<file path="src/rtl/osd_window.sv">
// Rectangular OSD window mixer: frame-locked window/mode shadows, window-relative
// coordinate request (stage 1), four-mode per-channel mix with optional colour key (stage 2).
module osd_window #(
  parameter int C_bits       = 8,
  parameter int C_coord_bits = 10,
  parameter int C_x_start    = 128,
  parameter int C_x_stop     = 383,
  parameter int C_y_start    = 128,
  parameter int C_y_stop     = 383,
  parameter int C_mode       = 0,
  parameter int C_key_en     = 0
) (
  input  logic                      clk_pixel,
  input  logic                      reset,
  input  logic                      clk_pixel_ena,
  input  logic [C_bits-1:0]         i_r,
  input  logic [C_bits-1:0]         i_g,
  input  logic [C_bits-1:0]         i_b,
  input  logic                      i_hsync,
  input  logic                      i_vsync,
  input  logic                      i_blank,
  input  logic [C_coord_bits-1:0]   i_x_start,
  input  logic [C_coord_bits-1:0]   i_x_stop,
  input  logic [C_coord_bits-1:0]   i_y_start,
  input  logic [C_coord_bits-1:0]   i_y_stop,
  input  logic [1:0]                i_mode,
  input  logic [3:0]                i_alpha,
  input  logic [3*C_bits-1:0]       i_key,
  input  logic                      i_osd_en,
  input  logic [C_bits-1:0]         i_osd_r,
  input  logic [C_bits-1:0]         i_osd_g,
  input  logic [C_bits-1:0]         i_osd_b,
  output logic [C_coord_bits-1:0]   o_osd_x,
  output logic [C_coord_bits-1:0]   o_osd_y,
  output logic                      o_osd_in,
  output logic [C_bits-1:0]         o_r,
  output logic [C_bits-1:0]         o_g,
  output logic [C_bits-1:0]         o_b,
  output logic                      o_hsync,
  output logic                      o_vsync,
  output logic                      o_blank
);

  localparam int CB = C_bits;
  localparam int CW = C_coord_bits;
  localparam int PW = 3 * C_bits;

  logic          hs_prev_q, hs_prev_d, vs_prev_q, vs_prev_d;
  logic [CW-1:0] xcount_q, xcount_d, ycount_q, ycount_d;
  logic          line_seen_q, line_seen_d, frame_valid_q, frame_valid_d;
  logic [CW-1:0] x_start_q, x_start_d, x_stop_q, x_stop_d;
  logic [CW-1:0] y_start_q, y_start_d, y_stop_q, y_stop_d;
  logic [1:0]    mode_q, mode_d;
  logic [3:0]    alpha_q, alpha_d;
  logic          osd_in_q, osd_in_d;
  logic [CW-1:0] osd_x_q, osd_x_d, osd_y_q, osd_y_d;
  logic [PW-1:0] s1_rgb_q, s1_rgb_d;
  logic          s1_hs_q, s1_hs_d, s1_vs_q, s1_vs_d, s1_blank_q, s1_blank_d;
  logic [PW-1:0] out_rgb_q, out_rgb_d;
  logic          out_hs_q, out_hs_d, out_vs_q, out_vs_d, out_blank_q, out_blank_d;

  logic          hs_rise, vs_rise, win_in, keyed, apply;
  logic [CW-1:0] cur_x, cur_y;
  logic [PW-1:0] osd_pix, mix_rgb;

  always_comb begin : p_stage1
    hs_rise = i_hsync & ~hs_prev_q;
    vs_rise = i_vsync & ~vs_prev_q;
    // An unblanked pixel on the hsync rising edge already belongs to the new line.
    cur_x   = hs_rise ? '0 : xcount_q;
    if (i_vsync)
      cur_y = '0;
    else if (hs_rise && line_seen_q)
      cur_y = ycount_q + CW'(1);
    else
      cur_y = ycount_q;

    win_in = ~i_blank & frame_valid_q
           & (cur_x >= x_start_q) & (cur_x <= x_stop_q)
           & (cur_y >= y_start_q) & (cur_y <= y_stop_q);

    xcount_d      = i_blank ? cur_x : cur_x + CW'(1);
    ycount_d      = cur_y;
    line_seen_d   = (line_seen_q & ~hs_rise) | ~i_blank;
    frame_valid_d = frame_valid_q | i_vsync;
    hs_prev_d     = i_hsync;
    vs_prev_d     = i_vsync;

    x_start_d = x_start_q;
    x_stop_d  = x_stop_q;
    y_start_d = y_start_q;
    y_stop_d  = y_stop_q;
    mode_d    = mode_q;
    alpha_d   = alpha_q;
    if (vs_rise) begin
      x_start_d = i_x_start;
      x_stop_d  = i_x_stop;
      y_start_d = i_y_start;
      y_stop_d  = i_y_stop;
      mode_d    = i_mode;
      alpha_d   = i_alpha;
    end

    osd_in_d   = win_in;
    osd_x_d    = win_in ? cur_x - x_start_q : osd_x_q;
    osd_y_d    = win_in ? cur_y - y_start_q : osd_y_q;
    s1_rgb_d   = {i_r, i_g, i_b};
    s1_hs_d    = i_hsync;
    s1_vs_d    = i_vsync;
    s1_blank_d = i_blank;
  end

  assign osd_pix = {i_osd_r, i_osd_g, i_osd_b};

  genvar gi;
  generate
    for (gi = 0; gi < 3; gi++) begin : g_ch
      logic [CB-1:0] o_v, v_v, mix;
      logic [CB:0]   sum2;
      logic [CB+4:0] o_w, v_w, a_w, inv_w, sum3;

      always_comb begin
        o_v   = osd_pix[gi*CB +: CB];
        v_v   = s1_rgb_q[gi*CB +: CB];
        sum2  = {1'b0, o_v} + {1'b0, v_v};
        o_w   = {5'b0, o_v};
        v_w   = {5'b0, v_v};
        a_w   = {{(CB+1){1'b0}}, alpha_q};
        inv_w = (CB+5)'(16) - a_w;
        sum3  = o_w * a_w + v_w * inv_w;
        mix   = o_v;
        case (mode_q)
          2'd0: mix = o_v;
          2'd1: mix = {o_v[CB-1], o_v[CB-2:0] | v_v[CB-1:1]};
          2'd2: mix = sum2[CB:1];
          2'd3: mix = sum3[CB+3:4];
          default: mix = o_v;
        endcase
      end

      assign mix_rgb[gi*CB +: CB] = mix;
    end
  endgenerate

  always_comb begin : p_stage2
    keyed       = (C_key_en != 0) && (osd_pix == i_key);
    apply       = osd_in_q & i_osd_en & ~keyed;
    out_rgb_d   = apply ? mix_rgb : s1_rgb_q;
    out_hs_d    = s1_hs_q;
    out_vs_d    = s1_vs_q;
    out_blank_d = s1_blank_q;
  end

  always_ff @(posedge clk_pixel) begin
    if (reset) begin
      hs_prev_q     <= 1'b0;
      vs_prev_q     <= 1'b0;
      xcount_q      <= '0;
      ycount_q      <= '0;
      line_seen_q   <= 1'b0;
      frame_valid_q <= 1'b0;
      x_start_q     <= CW'(C_x_start);
      x_stop_q      <= CW'(C_x_stop);
      y_start_q     <= CW'(C_y_start);
      y_stop_q      <= CW'(C_y_stop);
      mode_q        <= 2'(C_mode);
      alpha_q       <= 4'd0;
      osd_in_q      <= 1'b0;
      osd_x_q       <= '0;
      osd_y_q       <= '0;
      s1_rgb_q      <= '0;
      s1_hs_q       <= 1'b0;
      s1_vs_q       <= 1'b0;
      s1_blank_q    <= 1'b1;
      out_rgb_q     <= '0;
      out_hs_q      <= 1'b0;
      out_vs_q      <= 1'b0;
      out_blank_q   <= 1'b1;
    end else if (clk_pixel_ena) begin
      hs_prev_q     <= hs_prev_d;
      vs_prev_q     <= vs_prev_d;
      xcount_q      <= xcount_d;
      ycount_q      <= ycount_d;
      line_seen_q   <= line_seen_d;
      frame_valid_q <= frame_valid_d;
      x_start_q     <= x_start_d;
      x_stop_q      <= x_stop_d;
      y_start_q     <= y_start_d;
      y_stop_q      <= y_stop_d;
      mode_q        <= mode_d;
      alpha_q       <= alpha_d;
      osd_in_q      <= osd_in_d;
      osd_x_q       <= osd_x_d;
      osd_y_q       <= osd_y_d;
      s1_rgb_q      <= s1_rgb_d;
      s1_hs_q       <= s1_hs_d;
      s1_vs_q       <= s1_vs_d;
      s1_blank_q    <= s1_blank_d;
      out_rgb_q     <= out_rgb_d;
      out_hs_q      <= out_hs_d;
      out_vs_q      <= out_vs_d;
      out_blank_q   <= out_blank_d;
    end
  end

  assign o_osd_in = osd_in_q;
  assign o_osd_x  = osd_x_q;
  assign o_osd_y  = osd_y_q;
  assign o_r      = out_rgb_q[2*CB +: CB];
  assign o_g      = out_rgb_q[CB +: CB];
  assign o_b      = out_rgb_q[0 +: CB];
  assign o_hsync  = out_hs_q;
  assign o_vsync  = out_vs_q;
  assign o_blank  = out_blank_q;

endmodule

</file>
<file path="config.mk">
export PLATFORM = sky130hd
export DESIGN_NAME = osd_window
export DESIGN_NICKNAME = d
export VERILOG_FILES = /design/src/rtl/osd_window.sv
export SDC_FILE = /design/constraint.sdc
export NUM_CORES = 1
export LEC_CHECK = 0
export ABC_AREA = 1
export BUFFER_PORTS_ARGS = -buffer_cell sky130_fd_sc_hd__buf_2
export CELL_PAD_IN_SITES_DETAIL_PLACEMENT = 0
export CELL_PAD_IN_SITES_GLOBAL_PLACEMENT = 1
export CORE_AREA = 2 2 195 197
export DETAILED_ROUTE_END_ITERATION = 10
export DIE_AREA = 0 0 197 199
export PLACE_DENSITY_LB_ADDON = 0.1
export SYNTH_ARGS = -nofsm -noshare
export SYNTH_HDL_FRONTEND = slang
export SYNTH_SLANG_ARGS = --single-unit
</file>
<file path="constraint.sdc">
create_clock -name clk_pixel -period 5.83 [get_ports clk_pixel]
set_input_delay 1.166 -clock clk_pixel [delete_from_list [all_inputs] [get_ports clk_pixel]]
set_output_delay 1.166 -clock clk_pixel [all_outputs]
set_load 0.01 [all_outputs]
</file>
==> flow_metrics.py <==
metrics = {
    "grt": {
        "grt_pass1_vias": 14700,
        "antenna_found_initial": 0,
        "grt-ovfl-total": 0,
        "grt_usage": 0.2500,
        "grt_max_degree": 71,
        "grt_pass1_wl_um": 76570,
    },
    "floorplanning": {
        "num_rows": 71,
        "start_util": 0.4328,
        "die_h_um": 199,
        "dieWidth_um": 197,
        "dieArea_mm2": 0.03920,
        "ios": 173,
        "core_mm2": 0.03713,
    },
    "placed_design": {
        "io_buffers": 148,
        "place_area_mm2": 0.01733,
        "dp_hpwl_um": 36860,
        "place_congestion": 0.8836,
    },
    "clock_tree": {
        "root_buffer": "clkbuf_16",
        "clock-sinks": 143,
        "insertion_delay_ns": 0.45,
        "cts_tree": "yes",
        "cts_setup_buffers": 0,
        "clk_transition_reported_paths_ns": 0.07,
        "cts_max_level": 4,
        "cts_made_buffers": 17,
        "clock_path_buffers": 2,
    },
    "yosys": {
        "async_flop_share": 0,
        "synthFlopType": "dfxtp_1",
        "synth_edf_count": 0,
        "syn-cell-area_mm2": 0.01607,
        "synth.area.top_cells": "dfxtp_1 (18%), fa_1 (18%), ha_1 (13%), nand2_1 (11%), inv_1 (11%)",
        "ys.warnings.count": 0,
        "synth.distinct_cells": 51,
        "ys_seq_area_frac": 0.1781,
        "syn_area_per_cell_um2": 6.928,
        "synth_nets": 2752,
        "ys_ff_latch": 143,
        "synth.top_cell.area_share": 0.1781,
        "synthCells": 2320,
        "synth_top_cell_by_area": "dfxtp_1",
    },
    "timing": {
        "timing.hold.ws_ns": 0.4629,
        "slew_viol_final": 0,
        "fmax_mhz": 184.5,
        "min_period_ns": 5.422,
        "final-hold-violation-count": 0,
        "finalSetupViolCount": 0,
        "tns_ns": 0,
        "timing.slew.headroom": 0.2113,
        "rsz0062_at_grt": "no",
        "worstMarginPinSlew_ns": 1.182,
        "timing.final.crit_share": 0.9299,
        "worst_clock_skew_ns": 0.01381,
    },
    "routing": {
        "drt_iter0_markers": 783,
        "drtPass1Iterations": 7,
        "via_per_inst": 5.103,
        "routed_wl_um": 47130,
        "vias": 14950,
        "ant_nets": 0,
        "drc": 0,
        "routedWlPerCell_um": 16.09,
    },
    "pwr": {
        "p_leak_nw": 9.587,
        "power.density_mw_per_mm2": 214.1,
        "vdd_drop_max_mv": 0.2541,
        "power_mw": 3.841,
    },
    "setup_path": {
        "cp-start-kind": "flop",
        "worstPathArrival_ns": 5.74,
        "reg2reg_slack_ns": 0.41,
        "crit_fanout": 12,
        "end_kind": "flop",
        "worst-setup-path-type": "flop to flop",
        "required_ns": 6.15,
    },
    "run_status": {
        "status": "complete, no violations",
    },
    "final_layout": {
        "stdcell_area_mm2": 0.01794,
        "antenna_cells": 0,
        "drive_above_1_share": 0.1014,
        "synthToLayoutAreaGrowth_pct": 11.61,
        "final_util": 0.4831,
        "final_nets": 2875,
    },
    "hold_path": {
        "hp-class": "flop to flop",
    },
    "flow_run": {
        "drv_cap": 0,
    },
}
[metal layers]
metal  vias up  global-route usage  wire [um]
li1       7534                   -          -
met1      7050              0.3381      22200
met5         -                   0          0
met4         0             0.06182        869
met2       331              0.4227      21910
met3        38             0.03340       2152
[critical path, cell delays in order, from the launching register on]
cell	delay (ns)
dfxtp_2	0.36
inv_1	0.07
ha_2	0.20
xnor2_2	0.14
buf_4	0.17
inv_2	0.15
buf_8	0.19
nor2_1	0.08
fa_1	0.39
inv_1	0.08
fa_1	0.44
fa_1	0.54
inv_1	0.05
fa_1	0.47
inv_1	0.05
fa_1	0.47
inv_1	0.04
ha_1	0.33
a21oi_1	0.22
nand2_1	0.11
inv_1	0.05
o21ai_0	0.12
o21ai_0	0.34
nand2_1	0.11
nand2_1	0.08
a21oi_1	0.06
[final cells by class]
class	instances	area, um^2
multi-input combinational	1621	11090
timing repair buffer	183	1011
tap	474	593.1
inverter	477	1793
clock inverter	15	162.7
clock buffer	17	425.4
fill	3948	19190
sequential	143	2865
[cells in the final DEF (no fill, tap or decap), drive strengths merged, types with 2 or more instances in the layout]
master / n
a31oi: 3
inv: 482
clkbuf: 17
o21a: 9
or2: 7
buf: 183
nor3b: 5
xnor2: 13
o211ai: 20
nor4: 3
and2: 2
fa: 141
a21boi: 5
nor3: 20
a21oi: 196
xor2: 17
nand4: 29
a21o: 2
a211oi: 3
dfxtp: 143
o31ai: 5
clkinv: 8
o21bai: 5
o2111ai: 3
ha: 166
o21ai: 140
o22ai: 7
nor2: 218
nand2: 486
nand3b: 15
nand3: 98
[synthesized netlist by cell type, types with 3 or more instances]
cell type,n
nand2_1,484
inv_1,471
nor2_1,209
a21oi_1,194
ha_1,166
dfxtp_1,143
fa_1,141
o21ai_0,137
nand3_1,96
clkbuf_1,54
nand4_1,29
o211ai_1,20
nor3_1,19
xor2_1,17
nand3b_1,15
xnor2_1,13
buf_2,11
o21a_1,9
buf_1,7
o22ai_1,7
or2_2,6
a21boi_0,5
buf_4,5
o21bai_1,5
o31ai_1,5
nor2_2,4
nor2_4,4
nor3b_1,4
a211oi_1,3
a31oi_1,3
clkinv_1,3
inv_2,3
o2111ai_1,3
[power by group]
part           internal, mW  total (mW)  switching [mW]
clock network         0.611        1.15           0.535
registers              1.03        1.08          0.0545
logic                 0.600        1.61            1.01
total                  2.24        3.84            1.60
[final timing paths]
| kind | start | to | depth (start not counted) |
|---|---|---|---|
| max reg2reg | alpha_q[0] | out_rgb_q[11] | 25 |
| min | y_start_q[6] | y_start_q[6] | 2 |
| min reg2reg | y_start_q[6] | y_start_q[6] | 2 |
| max | alpha_q[0] | out_rgb_q[11] | 25 |
[sequential cells by signal (all words and copies together), names as in the netlist]
signal and count:
frame_valid_q 1, x_start_q 10, o_osd_in 1, out_rgb_q 24, s1_rgb_q 24, y_stop_q 10
xcount_q 10, o_blank 1, out_blank_d 1, y_start_q 10, x_stop_q 10, out_hs_d 1
ycount_q 10, line_seen_q 1, mode_q 2, alpha_q 4, o_osd_x 10, o_hsync 1
o_osd_y 10, o_vsync 1, out_vs_d 1
[stage by stage]
| step | setup WS [ns] | cells |
|---|---|---|
| 2_1_floorplan | 0.4454 | 2320 |
| 3_3_place_gp | 0.2084 | 2898 |
| 3_5_place_dp | 0.1994 | 2898 |
| 4_1_cts | 0.2845 | 2930 |
| 5_1_grt | 0.004445 | 2930 |
| 6_report | 0.4085 | 2930 |
[timing repair]
item                       CTS  global route
resized for setup            0             5
hold buffers                 0             0
setup endpoints to repair    0             7
hold endpoints to repair     0             0
[logic make-up after synthesis]
family,synth area share
XOR/XNOR,0.01635
AND/OR/NAND/NOR,0.2326
AO/OA/AOI/OAI,0.1353
buffers and inverters,0.1328
adder cells (fa/ha/maj),0.3048
flip-flops,0.1781
(Power assumes the default switching activity.)
